===== src/rtl/mem_stage_lsu_pkg.sv =====
// Shared definitions for the memory-stage load/store unit: FSM state
// encoding, funct3 access-size codes and store-lane helper functions.
package mem_stage_lsu_pkg;

  typedef enum logic [1:0] {
    LSU_IDLE = 2'd0,
    LSU_REQ  = 2'd1,
    LSU_WAIT = 2'd2,
    LSU_DONE = 2'd3
  } lsu_state_e;

  localparam logic [2:0] F3_B  = 3'b000;
  localparam logic [2:0] F3_H  = 3'b001;
  localparam logic [2:0] F3_W  = 3'b010;
  localparam logic [2:0] F3_BU = 3'b100;
  localparam logic [2:0] F3_HU = 3'b101;

  // Size is carried by funct3[1:0]: 00 byte, 01 half, 1x word (covers 011/110/111).
  function automatic logic is_misaligned(input logic [1:0] sz, input logic [1:0] a);
    case (sz)
      2'b00:   is_misaligned = 1'b0;
      2'b01:   is_misaligned = a[0];
      default: is_misaligned = (a != 2'b00);
    endcase
  endfunction

  function automatic logic [3:0] lane_be(input logic [1:0] sz, input logic [1:0] a);
    case (sz)
      2'b00:   lane_be = 4'b0001 << a;
      2'b01:   lane_be = 4'b0011 << {a[1], 1'b0};
      default: lane_be = 4'b1111;
    endcase
  endfunction

  function automatic logic [31:0] lane_wdata(input logic [1:0] sz, input logic [31:0] d);
    case (sz)
      2'b00:   lane_wdata = {4{d[7:0]}};
      2'b01:   lane_wdata = {2{d[15:0]}};
      default: lane_wdata = d;
    endcase
  endfunction

endpackage


===== src/rtl/mem_stage_lsu_load_align.sv =====
// Load data aligner: picks the addressed byte/halfword out of the bus word
// and sign- or zero-extends it according to funct3.
module lsu_load_align
  import mem_stage_lsu_pkg::*;
(
  input  logic [31:0] rdata_i,
  input  logic [1:0]  addr_i,
  input  logic [2:0]  funct3_i,
  output logic [31:0] data_o
);

  logic [7:0]  byte_sel;
  logic [15:0] half_sel;

  // Lane selection followed by extension; unknown sizes behave as a word.
  always_comb begin
    case (addr_i)
      2'd0:    byte_sel = rdata_i[7:0];
      2'd1:    byte_sel = rdata_i[15:8];
      2'd2:    byte_sel = rdata_i[23:16];
      default: byte_sel = rdata_i[31:24];
    endcase
    half_sel = addr_i[1] ? rdata_i[31:16] : rdata_i[15:0];
    case (funct3_i)
      F3_B:    data_o = {{24{byte_sel[7]}}, byte_sel};
      F3_BU:   data_o = {24'd0, byte_sel};
      F3_H:    data_o = {{16{half_sel[15]}}, half_sel};
      F3_HU:   data_o = {16'd0, half_sel};
      default: data_o = rdata_i;
    endcase
  end

endmodule


===== src/rtl/mem_stage_lsu.sv =====
// Memory-stage load/store unit: one bus transaction per aligned load/store,
// pipeline stalled until it completes, extended load data registered for MEM/WB.
module mem_stage_lsu
  import mem_stage_lsu_pkg::*;
#(
  parameter int          ADDR_WIDTH  = 32,
  parameter logic [31:0] RESET_RDATA = 32'd0
) (
  input  logic                  clk,
  input  logic                  rst,
  input  logic                  ex_valid_ip,
  input  logic                  ex_mem_rd_ip,
  input  logic                  ex_mem_wr_ip,
  input  logic [2:0]            ex_funct3_ip,
  input  logic [31:0]           ex_alu_out_ip,
  input  logic [31:0]           ex_rs2_data_ip,
  output logic [31:0]           alu_out_op,
  output logic [31:0]           mem_rdata_op,
  output logic                  stall_op,
  output logic                  misaligned_op,
  output logic                  dbus_req_op,
  output logic                  dbus_we_op,
  output logic [ADDR_WIDTH-1:0] dbus_addr_op,
  output logic [3:0]            dbus_be_op,
  output logic [31:0]           dbus_wdata_op,
  input  logic                  dbus_gnt_ip,
  input  logic                  dbus_rvalid_ip,
  input  logic [31:0]           dbus_rdata_ip
);

  lsu_state_e            state_q, state_d;
  logic                  access, is_store, mis, start, capture_en;
  logic [ADDR_WIDTH-1:0] addr_q;
  logic                  we_q;
  logic [3:0]            be_q;
  logic [31:0]           wdata_q;
  logic [2:0]            f3_q;
  logic [31:0]           mem_rdata_q, mem_rdata_d;

  // Load wins when both rd and wr are set.
  assign access   = ex_valid_ip & (ex_mem_rd_ip | ex_mem_wr_ip);
  assign is_store = ex_mem_wr_ip & ~ex_mem_rd_ip;
  assign mis      = is_misaligned(ex_funct3_ip[1:0], ex_alu_out_ip[1:0]);
  assign start    = access & ~mis;

  assign alu_out_op   = ex_alu_out_ip;
  assign mem_rdata_op = mem_rdata_q;

  lsu_load_align u_align (
    .rdata_i  (dbus_rdata_ip),
    .addr_i   (addr_q[1:0]),
    .funct3_i (f3_q),
    .data_o   (mem_rdata_d)
  );

  // State register.
  always_ff @(posedge clk or posedge rst) begin
    if (rst) state_q <= LSU_IDLE;
    else     state_q <= state_d;
  end

  // Next-state logic; ex_* only matter in IDLE.
  always_comb begin
    state_d = state_q;
    case (state_q)
      LSU_IDLE: if (start)          state_d = LSU_REQ;
      LSU_REQ:  if (dbus_gnt_ip)    state_d = we_q ? LSU_DONE : LSU_WAIT;
      LSU_WAIT: if (dbus_rvalid_ip) state_d = LSU_DONE;
      default:                      state_d = LSU_IDLE;
    endcase
  end

  // Outputs decoded from state; stall/misaligned react combinationally in IDLE.
  always_comb begin
    stall_op      = 1'b0;
    misaligned_op = 1'b0;
    dbus_req_op   = 1'b0;
    capture_en    = 1'b0;
    case (state_q)
      LSU_IDLE: begin
        misaligned_op = access & mis;
        stall_op      = start;
        capture_en    = start;
      end
      LSU_REQ: begin
        stall_op    = 1'b1;
        dbus_req_op = 1'b1;
      end
      LSU_WAIT: stall_op = 1'b1;
      default:  ;
    endcase
    dbus_we_op    = dbus_req_op & we_q;
    dbus_addr_op  = dbus_req_op ? {addr_q[ADDR_WIDTH-1:2], 2'b00} : '0;
    dbus_be_op    = dbus_req_op ? be_q : 4'b0000;
    dbus_wdata_op = dbus_req_op ? wdata_q : 32'd0;
  end

  // Request capture, held constant for the whole transaction.
  always_ff @(posedge clk or posedge rst) begin
    if (rst) begin
      addr_q  <= '0;
      we_q    <= 1'b0;
      be_q    <= 4'b0000;
      wdata_q <= 32'd0;
      f3_q    <= 3'b000;
    end else if (capture_en) begin
      addr_q  <= ex_alu_out_ip[ADDR_WIDTH-1:0];
      we_q    <= is_store;
      be_q    <= lane_be(ex_funct3_ip[1:0], ex_alu_out_ip[1:0]);
      wdata_q <= is_store ? lane_wdata(ex_funct3_ip[1:0], ex_rs2_data_ip) : 32'd0;
      f3_q    <= ex_funct3_ip;
    end
  end

  // Load result register: updated only by rvalid while waiting on a load.
  always_ff @(posedge clk or posedge rst) begin
    if (rst)                                     mem_rdata_q <= RESET_RDATA;
    else if (state_q == LSU_WAIT && dbus_rvalid_ip) mem_rdata_q <= mem_rdata_d;
  end

endmodule


===== config.mk =====
export PLATFORM = sky130hd
export DESIGN_NAME = mem_stage_lsu
export DESIGN_NICKNAME = d
export VERILOG_FILES = /design/src/rtl/mem_stage_lsu_pkg.sv /design/src/rtl/mem_stage_lsu_load_align.sv /design/src/rtl/mem_stage_lsu.sv
export SDC_FILE = /design/constraint.sdc
export NUM_CORES = 1
export LEC_CHECK = 0
export ABC_AREA = 1
export ABC_CLOCK_PERIOD_IN_PS = 7500
export CORE_ASPECT_RATIO = 1.25
export CORE_MARGIN = 3
export CORE_UTILIZATION = 47
export DETAILED_ROUTE_END_ITERATION = 10
export DONT_BUFFER_PORTS = 1
export PLACE_DENSITY = 0.74
export SLEW_MARGIN = 20
export SYNTH_ARGS = -nofsm -noshare
export SYNTH_HDL_FRONTEND = slang
export SYNTH_SLANG_ARGS = --single-unit

===== constraint.sdc =====
create_clock -name clk -period 7.5 [get_ports clk]
set_input_delay 1.125 -clock clk [delete_from_list [all_inputs] [get_ports clk]]
set_output_delay 1.125 -clock clk [all_outputs]
set_load 0.02 [all_outputs]

* Yosys cells after proc, flatten, opt, wreduce, memory -nomap -nowiden
Cells that the tools add are included.
** Word-level totals
- Bits in registers :: 106
- Output and inout bits :: 136
- Logic and storage cells :: 55
** Cells by class
- Eq/ne operators :: 11
- Shift operators :: 2
- Mux-type cells :: 19
- Bitwise gates (word level) :: 8
- Reduce and logical (&&, ||, !) cells :: 8
** Operator list (count)
- 32-bit one-hot mux with 4 select lines :: 1
- 32-bit two-way mux :: 3
- 32-bit one-hot mux with 2 select lines :: 1
- 8-bit one-hot mux with 3 select lines :: 1
- 16-bit two-way mux :: 1
- 4-bit one-hot mux with 2 select lines :: 1
- 2-bit by 1-bit equality test with 1-bit output (second input constant) :: 3
- 3-bit equality test (second input constant) :: 2
- 2-bit logical NOT :: 3
- 2-bit two-way mux :: 3
- 2-bit inequality test (second input constant) :: 3
- 2-bit one-hot mux with 3 select lines :: 1
- 1-bit AND :: 5
- 2-bit equality test (second input constant) :: 2
- 1-bit two-way mux :: 4
- 4-bit two-way mux :: 1
- 1-bit one-hot mux with 2 select lines :: 2
- 1-bit by 2-bit << shifter with 4-bit output (first input constant) :: 1
- 2-bit by 2-bit << shifter with 4-bit output (first input constant) :: 1
- 3-bit by 1-bit equality test with 1-bit output (second input constant) :: 1
- 3-bit logical NOT :: 1
- 3-bit AND reduction :: 1
- 1-bit NOT :: 2
- 2-bit nonzero test :: 1
- other kinds (3) :: 3

* Depth between registers and ports, before layout
- Word-level depth :: 6
- Mapped depth :: 9
- Mapped depth without buffers :: 8

* Hierarchy
A second synthesis with hierarchy kept.
** Second synthesis, totals
- Cells, all modules :: 876
- Area, all modules :: 6326.1 um^2
** By module, submodules not included
- mem_stage_lsu :: times used 1, cells an instance 684, area an instance 5430.2 um^2, sequential area each 2652.5 um^2
- lsu_load_align :: times used 1, cells an instance 192, area an instance 895.9 um^2, sequential area each 0.0 um^2

* Worst setup path before layout
Ideal clock, no wire load.
- Path type :: input to output
- From :: input port ex_funct3_ip[0]
- To :: output port stall_op
- Data arrival time :: 2.058 ns
- Slack :: 4.317 ns
- Cell stages on the path :: 6
- Path buffers :: 1
- Cells stage by stage :: nor2_4 -> inv_2 -> nand2_2 -> nand3_2 -> buf_2 -> a21oi_1
** Between the ends
- Cells in the longest elaborated chain, start to end :: 5
- Elaborated cells on any way between the ends :: 6
- Classes of those cells :: eq/ne (1); mux (2); bitwise (2); reduce/logical (1)
** Ends and longest elaborated chain
- start: declaration :: line mem_stage_lsu.sv:14 : input logic [2:0] ex_funct3_ip,
- 2-bit by 1-bit equality test with 1-bit output or 2-bit logical NOT (tied branches) :: line mem_stage_lsu_pkg.sv:20 : case (sz)
- 1-bit one-hot mux with 2 select lines (*) :: line mem_stage_lsu_pkg.sv:20
- 1-bit NOT (*) :: line mem_stage_lsu.sv:44 : assign start = access & ~mis;
- 1-bit AND (*) :: line mem_stage_lsu.sv:44
- 1-bit one-hot mux with 2 select lines (*) :: line mem_stage_lsu.sv:79 : case (state_q)
- end: declaration :: line mem_stage_lsu.sv:19 : output logic stall_op,
Every way passes the cells marked *; elsewhere a longest branch is shown, timed or not.

* Worst setup path after layout
Same ends and word-level chain as after synthesis.

==> flow_results.org <==
** Run status
- Result of the run :: finished clean

** Timing
- Final setup vio count :: 0
- Setup repair after global routing left no endpoint under its margin.
- Dividing the final minimum period by the clock period gives 0.428.
- Clock skew on the completed layout was measured at 0.00845 ns.
- Final Hold Slack :: 0.481 ns
- Final period demand of the worst path :: 3.21 ns
- The number of hold-slack violations in the final timing report is 0.
- The final count of pins violating max slew was 0.
- Worst slew margin relative to its limit :: 0.369
- Slack of the critical path :: 4.29 ns
- Static timing analysis puts the maximum clock frequency at 312 MHz.
- Slew at the pin closest to its max-slew limit :: 0.944 ns
- Setup total negative slack :: 0 ns

** Pwr
- In this run the static leakage power is 3.64 nW.
- Part of the power in combinational logic :: 0.372
- Of the total power, registers draw 0.445.
- Internal power summed over all cells :: 1.37 mW
- In this run the power spent charging and discharging nets is 1.14 mW.
- Switching Share :: 0.455
- Of the total power, the clock network draws 0.183.
- Power density normalized to cell area :: 410 nW/µm²
- Max rail drop VDD :: 0.154 mV

** Global routing
- The number of antenna violations at the first check in global routing was 0.
- The total overflow left after global routing is 0.
- The first global-routing pass estimated 24200 µm of wire.
- Across every metal layer, demand over resource in global routing totals 0.211.
- Via count of the first global-routing pass :: 4835
- Maximum number of pins on one net before global-route repair :: 78

** Yosys
- In the synthesized netlist the dominant register cell turns out to be sky130_fd_sc_hd__dfrtp_1.
- Seq/Total Area, Yosys :: 0.439
- Netlist cell types :: 27
- Summing every instance area after synthesis gives 6040 µm².
- After technology mapping, the gate count stands at 850.
- In this run, synthesis produced a sequential element count of 106.
- Fraction of registers with async set or reset after synthesis :: 1.00
- Number of synthesized flops with an enable pin :: 0
- Summed over all instances, the cell type with the most area after synthesis is sky130_fd_sc_hd__dfrtp_1.
- Mean Syn Cell Area :: 7.10 µm²
- Area fraction of the dominant cell type after synthesis :: 0.439
- Leading post-synthesis cells by cell area :: sky130_fd_sc_hd__dfrtp_1, sky130_fd_sc_hd__nand2_1, sky130_fd_sc_hd__inv_1, sky130_fd_sc_hd__buf_4, sky130_fd_sc_hd__a21oi_1
- During synthesis, Yosys emitted a total of 0 warnings.

** Drt
- Average routed wire per standard cell :: 15.7 µm
- DRC violations left :: 0
- Iteration-0 DRC Markers :: 296
- Summed over all nets, wire length on met3 after detailed routing comes to 1380 µm.
- For this run, the detailed router's first-pass iteration total came to 5.
- The detailed router put a total of 6150 µm of wire on met1.
- Top metal layer carrying routed signals :: met4
- The routed design has 15100 µm of wire.
- Dividing the detail-routed via count by the number of cells gives 5.23.
- The detail route stage leaves a number of antenna-violating nets equal to 0.
- The detailed router placed 5017 vias in this run.
- Routed length on met2 :: 7140 µm

** Final layout
- At the end of the flow the core is filled with cells to 0.497.
- Most common cell after layout, fill and taps aside :: sky130_fd_sc_hd__nand2_1
- Filler cell count :: 1242
- Proportion of layout cells with a drive suffix above 1 :: 0.0892
- The count of cells in the finished layout, fillers not included, comes to 960.
- Layout-stage area growth over the synthesis result :: 1.51%
- Antenna diode count :: 0
- The sequential cells in the finished layout cover a total of 2650 µm².
- Multi-input combinational cell area :: 2470 µm²
- In the layout the commonest cells are sky130_fd_sc_hd__nand2_1, sky130_fd_sc_hd__inv_1, sky130_fd_sc_hd__dfrtp_1.
- For this run, the post-layout net count is 901.

** Min path
- Kind of path behind the tightest hold check :: reg -> reg
- Worst hold stages :: 2

** Setup path
- The slowest stage of the critical path belongs to the cell sky130_fd_sc_hd__a21oi_1.
- For this run, the slowest stage of the critical path takes 0.38 ns.
- STA classifies the critical path startpoint as an input port.
- At the worst endpoint, the required time is 6.38 ns.
- The worst setup path is captured at an output port.
- Endpoint arrival time on the critical path :: 2.08 ns
- Critical-path maximum fanout :: 14
- FF-to-FF path depth :: 6
- Crit-path cells :: nor2_4 > inv_2 > nand2_2 > nand3_2 > a21oi_1
- The setup path with the least slack is of type in -> out.

** Floorplanning
- The die is 133 µm tall.
- Total core area :: 12300 µm²
- The initial utilization of the core area, before any placement, comes to 0.490.
- The die covers 14300 µm².
- Die W :: 107 µm
- 242 I/O pins were placed.
- Number of rows created at floorplan :: 45

** CTS
- CTS Hold Buffers Added :: 0
- Number of cells upsized or downsized after cts :: 0
- The root buffer cell chosen for the clock tree is sky130_fd_sc_hd__clkbuf_16.
- Clock input transition at the sequential cells of the worst setup and hold paths :: 0.07 ns
- Worst-skew pair later-pin latency :: 0.34 ns
- TritonCTS clock tree :: yes
- CTS HTree Levels :: 3
- Num CTS Buffers :: 9
- Counting along the longest clock path gives a buffer depth of 2.
- Clock sink count :: 106
- Number of setup buffers added after CTS :: 0

** Flow run
- Across the run, the number of max-cap violations was 0.

** Placement
- Placed instance count :: 944
- Global placer's final weighted congestion :: 0.854
- Summed over all nets, the half-perimeter wirelength after detailed placement is 10800 µm.
- Timing analysis after detailed placement gives a worst setup slack of 4.29 ns.
- Input/output buffers :: 0
[through the flow]
step	total power [mW]	instance area (µm²)
CTS	2.53	6130
detailed placement	2.06	5830
global route	2.72	6130
finish	2.51	6130
floorplan	1.90	6040
global placement	2.04	5830
[flip-flops by register name, indices dropped and copies added, names as in the netlist]
| register | cells |
|---|---|
| addr_q | 32 |
| f3_q | 3 |
| be_q | 4 |
| we_q | 1 |
| wdata_q | 32 |
| mem_rdata_op | 32 |
| state_q | 2 |
[critical path, delay by kind of cell]
family | cells | cell delay, ns
AO/OA/AOI/OAI | 1 | 0.38
AND/OR/NAND/NOR | 3 | 0.47
buffers and inverters | 1 | 0.10
[routing by layer]
metal | track usage | vias to the layer above
li1 | - | 2415
met1 | 0.270 | 2330
met2 | 0.340 | 238
met3 | 0.0605 | 34
met4 | 0.0793 | 0
met5 | 0 | -
[power by group through the flow]
| stage | sequential (mW) | clock [mW] | combinational [mW] |
|---|---|---|---|
| 6_report | 1.12 | 0.460 | 0.935 |
| 2_1_floorplan | 1.05 | 0 | 0.853 |
| 3_3_place_gp | 1.12 | 0 | 0.918 |
| 3_5_place_dp | 1.12 | 0 | 0.941 |
| 4_1_cts | 1.11 | 0.476 | 0.943 |
| 5_1_grt | 1.15 | 0.500 | 1.07 |
[final timing paths]
kind,startpoint,to,slack [ns]
min in group asynchronous,rst,mem_rdata_op[12]$_DFFE_PP0P_,0.70
worst min register to register,be_q[3]$_DFFE_PP0P_,be_q[3]$_DFFE_PP0P_,0.48
worst min-delay path,be_q[3]$_DFFE_PP0P_,be_q[3]$_DFFE_PP0P_,0.48
worst max-delay path,ex_funct3_ip[0],stall_op,4.29
worst max register to register,addr_q[1]$_DFFE_PP0P_,mem_rdata_op[19]$_DFFE_PP0P_,4.94
max in group asynchronous,rst,wdata_q[16]$_DFFE_PP0P_,5.59
[synthesized netlist by cell type (2+ instances only)]
master                     instances
sky130_fd_sc_hd__inv_1           122
sky130_fd_sc_hd__o21ai_2          19
sky130_fd_sc_hd__nor2_1           39
sky130_fd_sc_hd__ha_1              4
sky130_fd_sc_hd__a21oi_1          47
sky130_fd_sc_hd__nand3_1          34
sky130_fd_sc_hd__buf_6             2
sky130_fd_sc_hd__o22ai_1           5
sky130_fd_sc_hd__buf_2            13
sky130_fd_sc_hd__clkbuf_1         23
sky130_fd_sc_hd__buf_4            38
sky130_fd_sc_hd__nand2_2           3
sky130_fd_sc_hd__o21bai_1          3
sky130_fd_sc_hd__nand2_1         320
sky130_fd_sc_hd__dfrtp_1         106
sky130_fd_sc_hd__or2_2            20
sky130_fd_sc_hd__o21ai_0          38
sky130_fd_sc_hd__nor3_1            2
sky130_fd_sc_hd__o211ai_1          4
[cells by family after synthesis]
group,share of synthesized area
and+or+nand+nor,0.285
buffers and inverters,0.153
AOI/OAI and AO/OA,0.115
DFF,0.439
adders and majority gates,0.00829
other,0.000621
[layout make-up]
type	count	share of cell area
Clock inverter	5	0.00755
Timing Repair Buffer	5	0.00612
Tap cell	164	0.0335
Sequential cell	106	0.433
Inverter	123	0.0757
Clock buffer	11	0.0412
Multi-Input combinational cell	546	0.403
Note: power is estimated with default switching activity, not from simulation.
